$ cat src/rtl/kernel_pkg.sv
// Shared definitions for the kernel layer sequencer and kernel control:
// mode encodings, sequencer states and per-mode kernel periods.
package kernel_pkg;

  localparam logic [1:0] MODE_K0   = 2'b00;
  localparam logic [1:0] MODE_K1   = 2'b01;
  localparam logic [1:0] MODE_K2   = 2'b10;
  localparam logic [1:0] MODE_PARK = 2'b11;

  localparam int PERIOD_K0 = 9;
  localparam int PERIOD_K1 = 33;
  localparam int PERIOD_K2 = 128;

  typedef enum logic [2:0] {
    IDLE,
    ARM,
    RUN,
    NEXT,
    FIN
  } seq_state_t;

  // A run is legal only when it walks forward through existing layers.
  function automatic logic cfg_ok(input logic [1:0] first, input logic [1:0] last);
    return (last <= 2'd2) && (first <= last);
  endfunction

endpackage

$ cat src/rtl/kernel_pass_counter.sv
// Counts kernel passes from the period-start flag: the first flag only opens
// pass 1, each later flag closes a pass; saturates at the layer limit.
module kernel_pass_counter
  import kernel_pkg::*;
#(
  parameter int CNT_W = 7
) (
  input  logic             clk,
  input  logic             rst_n,
  input  logic             clear,
  input  logic             enable,
  input  logic             flag,
  input  logic [CNT_W-1:0] limit,
  output logic [CNT_W-1:0] count,
  output logic             term
);

  logic armed;
  logic bump;

  assign bump = enable && flag && armed && (count < limit);
  // term fires on the very flag that closes the last pass, not a cycle later.
  assign term = bump && ((count + CNT_W'(1)) == limit);

  always_ff @(negedge clk) begin
    if (!rst_n || clear) begin
      count <= '0;
      armed <= 1'b0;
    end else if (enable && flag) begin
      if (!armed) begin
        armed <= 1'b1;
      end else if (bump) begin
        count <= count + CNT_W'(1);
      end
    end
  end

endmodule

$ cat src/rtl/kernel_layer_sequencer.sv
// Steps kernel control through layers FIRST..LAST (modes 00/01/10), runs a
// fixed number of kernel passes per layer and reports layer/run completion.
module kernel_layer_sequencer
  import kernel_pkg::*;
#(
  parameter int PASS_L0 = 4,
  parameter int PASS_L1 = 16,
  parameter int PASS_L2 = 64,
  parameter int CNT_W   = 7
) (
  input  logic             CLK,
  input  logic             RESET_N,
  input  logic             START,
  input  logic             ABORT,
  input  logic [1:0]       FIRST_LAYER,
  input  logic [1:0]       LAST_LAYER,
  input  logic             IN_FLAG,
  output logic [1:0]       KERNEL_MODE,
  output logic             KERN_RST,
  output logic [1:0]       LAYER,
  output logic [CNT_W-1:0] PASS_CNT,
  output logic             BUSY,
  output logic             LAYER_DONE,
  output logic             DONE,
  output logic             CFG_ERR
);

  seq_state_t       state, state_nx;
  logic [1:0]       last_layer;
  logic [CNT_W-1:0] limit;
  logic             start_ok;
  logic             start_bad;
  logic             term;

  assign start_ok  = (state == IDLE) && START && !ABORT && cfg_ok(FIRST_LAYER, LAST_LAYER);
  assign start_bad = (state == IDLE) && START && !ABORT && !cfg_ok(FIRST_LAYER, LAST_LAYER);

  always_comb begin
    case (LAYER)
      2'd0:    limit = CNT_W'(PASS_L0);
      2'd1:    limit = CNT_W'(PASS_L1);
      default: limit = CNT_W'(PASS_L2);
    endcase
  end

  kernel_pass_counter #(
    .CNT_W(CNT_W)
  ) u_pass_counter (
    .clk   (CLK),
    .rst_n (RESET_N),
    .clear ((state_nx == ARM) || ABORT),
    .enable(state == RUN),
    .flag  (IN_FLAG),
    .limit (limit),
    .count (PASS_CNT),
    .term  (term)
  );

  always_comb begin
    state_nx = state;
    case (state)
      IDLE:    if (start_ok) state_nx = ARM;
      ARM:     state_nx = RUN;
      RUN:     if (term) state_nx = NEXT;
      NEXT:    state_nx = (LAYER == last_layer) ? FIN : ARM;
      FIN:     state_nx = IDLE;
      default: state_nx = IDLE;
    endcase
    // Abort wins over start, pass completion and layer advance alike.
    if (ABORT) state_nx = IDLE;
  end

  always_comb begin
    KERNEL_MODE = MODE_PARK;
    KERN_RST    = 1'b0;
    BUSY        = 1'b1;
    LAYER_DONE  = 1'b0;
    DONE        = 1'b0;
    case (state)
      IDLE: BUSY = 1'b0;
      ARM: begin
        KERNEL_MODE = LAYER;
        KERN_RST    = 1'b1;
      end
      RUN:     KERNEL_MODE = LAYER;
      NEXT:    LAYER_DONE  = 1'b1;
      FIN:     DONE        = 1'b1;
      default: BUSY        = 1'b1;
    endcase
  end

  always_ff @(negedge CLK) begin
    if (!RESET_N) begin
      state      <= IDLE;
      LAYER      <= 2'd0;
      last_layer <= 2'd0;
      CFG_ERR    <= 1'b0;
    end else begin
      state   <= state_nx;
      CFG_ERR <= start_bad;
      if (start_ok) begin
        LAYER      <= FIRST_LAYER;
        last_layer <= LAST_LAYER;
      end else if ((state == NEXT) && !ABORT && (LAYER != last_layer)) begin
        LAYER <= LAYER + 2'd1;
      end
    end
  end

endmodule

$ cat config.mk
export PLATFORM = sky130hd
export DESIGN_NAME = kernel_layer_sequencer
export DESIGN_NICKNAME = d
export VERILOG_FILES = /design/src/rtl/kernel_pkg.sv /design/src/rtl/kernel_pass_counter.sv /design/src/rtl/kernel_layer_sequencer.sv
export SDC_FILE = /design/constraint.sdc
export NUM_CORES = 1
export LEC_CHECK = 0
export CAP_MARGIN = 0
export CORE_AREA = 2 2 53 55
export DETAILED_ROUTE_END_ITERATION = 16
export DIE_AREA = 0 0 55 57
export MAX_ROUTING_LAYER = met4
export PLACE_DENSITY_LB_ADDON = 0.12
export SLEW_MARGIN = 20
export SYNTH_ARGS = -nofsm -noshare
export SYNTH_HDL_FRONTEND = slang
export SYNTH_SLANG_ARGS = --single-unit
$ cat constraint.sdc
create_clock -name CLK -period 2.43 [get_ports CLK]
set_clock_uncertainty 0.15 [all_clocks]
set_input_delay 0.3645 -clock CLK [delete_from_list [all_inputs] [get_ports CLK]]
set_output_delay 0.3645 -clock CLK [all_outputs]
set_load 0.01 [all_outputs]
==> summary.md <==
| Metric | Value |
|---|---|
| Outcome | finished, violations left |
| Failing checks | negative setup slack |
| R2R Setup Slk | -0.26 ns |
| Mapped Nets | approximately 140 |
| Placer Congestion | roughly 0.81 |
| Post-synth EDFFs | 0 |
| Ports | 25 |
| Die Area | 3140 µm² |
| Leak | 0.825 nW |
| Min Hold Slack | 0.364 ns |
| Worst Max-Slew Pin Slew | 0.524 ns |
| CP cell instances | or3_4, buf_6 |
| Vias | 1148 |
| Drt pass-1 iters | 4 |
| Clock Sinks | 16 |
| Input/output buffers | 24 |
| #FFs+latches synth | 16 |
| Starting density of the core | between 40% and 50% |
| Synth top area cells | dfxtp_1, xnor2_1, ha_1, nor2_1, a21boi_0 |
| Setup violators final | 30 |
| Pwr dens | about 350 nW/µm² |
| Buffer and inverter count on the worst path | 1 |
| Aggregate global-route resource usage | a little under a quarter |
| Top-count cell post-synth | dfxtp_1 |
| Violation count after the first detailed-route iteration | 14 |
| Wire length per cell | 12.9 µm |
| Worst path arrival time | roughly 2.4 ns |
| Final net count | between 200 and 250 |
| CP max-delay cell | dfxtp_4 |
| CP max FO | 6 |
| Largest net degree at the start of global routing | 9 |
| Hold path start | u_pass_counter.armed |
| Via density | between 5 and 6 |
| Mapped cell area | 1080 µm² |
| Most instantiated cells after synthesis | dfxtp_1, xnor2_1, nor2_1, ha_1 |
| Post-DP Area | 1640 µm² |
| FF-to-FF End | u_pass_counter.count[2] |
| Slowest stage delay, CP | 0.36 ns |
| WHS Endpoint | u_pass_counter.armed |
| Critical path type | reg -> out |
| Max VDD drop | about 0.53 mV |
| Hold Crit Depth | 2 |
| Die width | around 55 µm |
| Synthesized netlist cell count | 120 |
| CTS tree | built |
| Setup crit start kind | flip-flop |
| Worst-skew pair later-pin latency | about 0.36 ns |
| Final hold violations | 0 |
| Cell variety after synth | 37 |
| Register area share after synthesis | between 20% and 30% |
| Longest Clk Path Bufs | 2 |
| M2 GR Usage | between 30% and 40% |
| Post-route cell area | between 1500 and 2000 µm² |
| Final ANT Viol Nets | 0 |
| Congestion Overflow GR | 0 |
| Worst min path class | reg -> reg |
| Register-to-Register Path Depth | 11 |
| Ys flop type | dfxtp_1 |
| Async SR Flop Fraction | 0% |
| Drt drc | 0 |
| Reg clk slew, reported paths | around 0.04 ns |
| Core area | 2620 µm² |
| Unrepaired setup endpoints after global routing | true |
| GR peak layer | met2 |
| Mean area per synthesized cell | about 9 µm² |
| Cell taking the most area after synthesis | dfxtp_1 |
| Slew headroom | 65.1% |
| Share of cells above drive strength 1 | between 50 and 60% |
| Final wirelength | 2960 µm |
| CTS HTree Levels | 1 |
| Die height | 57 µm |
| Setup WS post-layout | -0.505 ns |
| Share of the synthesized area in the top cell type | ~30% |
| Worst endpoint required time | 1.92 ns |
| Clock root cell | clkbuf_4 |
| Antenna violations before repair | 0 |
| Crit end category | primary output |
| Row count | 19 |
| Antenna cells | 0 |
| Max_cap viols | 0 |
| Reg2reg start | LAYER[0] |
| Post-detail-place hpwl | 2130 µm |
| Final Slew Violations | 0 |
| CTS Hold Bufs | 0 |
| First-pass GRT wire length | 5110 µm |
| Area delta synth->final | 75.3% |
| CP top delay family | flip-flops |
| Num CTS Buffers | 3 |
| Yosys Warn Count | 0 |
| M3 GR Usage | under 10% |
| GR Util met1 | ~22% |
| Vias in the first global route | between 1000 and 1500 |
[area by class of cell]
type	count	area, µm²
well taps	31	38.8
inverters	6	25.0
multi-input cells	96	875
flip-flops and latches	16	343
fillers	197	728
repair buffers	61	523
clock inverters	16	60.1
clock buffers	3	22.5
[power breakdown]
part | switching [W] | total (W) | internal [W] | leakage (nW)
Combinational | 0.0000582 | 0.000136 | 0.0000782 | 0.590
Clock | 0.000157 | 0.000249 | 0.0000918 | 0.0990
Sequential | 0.00000287 | 0.000267 | 0.000264 | 0.136
[state kept, by name, summed over array words and instances, names as in the netlist]
register              count
LAYER                     2
CFG_ERR                   1
u_pass_counter.count      7
u_pass_counter.armed      1
state                     3
last_layer                2
[placed cells by master (no fill, tap or decap), types with 3 or more instances in the layout]
master     n
buf_2      6
buf_4     34
buf_6     15
clkbuf_4   3
dfxtp_1    4
dfxtp_2    9
dfxtp_4    3
ha_1       7
inv_1     20
nand2_1    5
nand3_1    4
nor2_1    11
nor3_1     3
o21ai_0    3
xnor2_1   13
[worst max-delay path by stage]
stage	startpoint	endpoint	slack, ns	depth (start not counted)
6_report	state[1]	BUSY	-0.51	2
5_1_grt	state[1]	KERNEL_MODE[0]	-0.56	4
4_1_cts	state[0]	KERNEL_MODE[1]	-0.54	4
3_5_place_dp	START	u_pass_counter.count[3]	-1.17	6
3_3_place_gp	START	u_pass_counter.count[4]	-1.14	6
2_1_floorplan	START	u_pass_counter.armed	-0.61	5
[stage by stage]
stage	TNS [ns]	total power [W]	setup WS [ns]	util (%)	cells
after floorplan	-7.72	0.000379	-0.610	-	120
after global placement	-20.52	0.000432	-1.14	62.9	206
after detailed placement	-21.06	0.000434	-1.17	62.9	206
after CTS	-9.35	0.000666	-0.536	70.9	229
after global routing	-9.69	0.000709	-0.556	72.2	229
final	-8.36	0.000652	-0.505	72.2	229
[worst min-delay path: cells and delay by family, from the launching register on]
family | cells | cell delay (ns)
flip-flops | 1 | 0.33
AND/OR/NAND/NOR | 2 | 0.15
[cell families (layout without fill, tap and decap cells)]
kind of cell / count (synthesis) / after routing / share of synthesized area, %
and+or+nand+nor: 49 / 49 / 27.1
AOI/OAI and AO/OA: 23 / 23 / 17.6
DFF: 16 / 16 / 29.8
xor gates and xnor gates: 15 / 15 / 12.2
adders and majority gates: 9 / 9 / 10.5
buffers and inverters: 8 / 86 / 2.91
[timing repair]
action / in CTS / in global routing
resized for setup: 137 / 7
pin swaps: 24 / 10
setup endpoints to repair: 32 / 30
buffers inserted: 5 / 0
[routing by layer]
layer,part of all wire [%],vias up
li1,-,586
met2,55,26
met4,1.8,0
met5,0,-
met1,38,531
met3,4.8,5
Power figures use the tool's default switching activity.
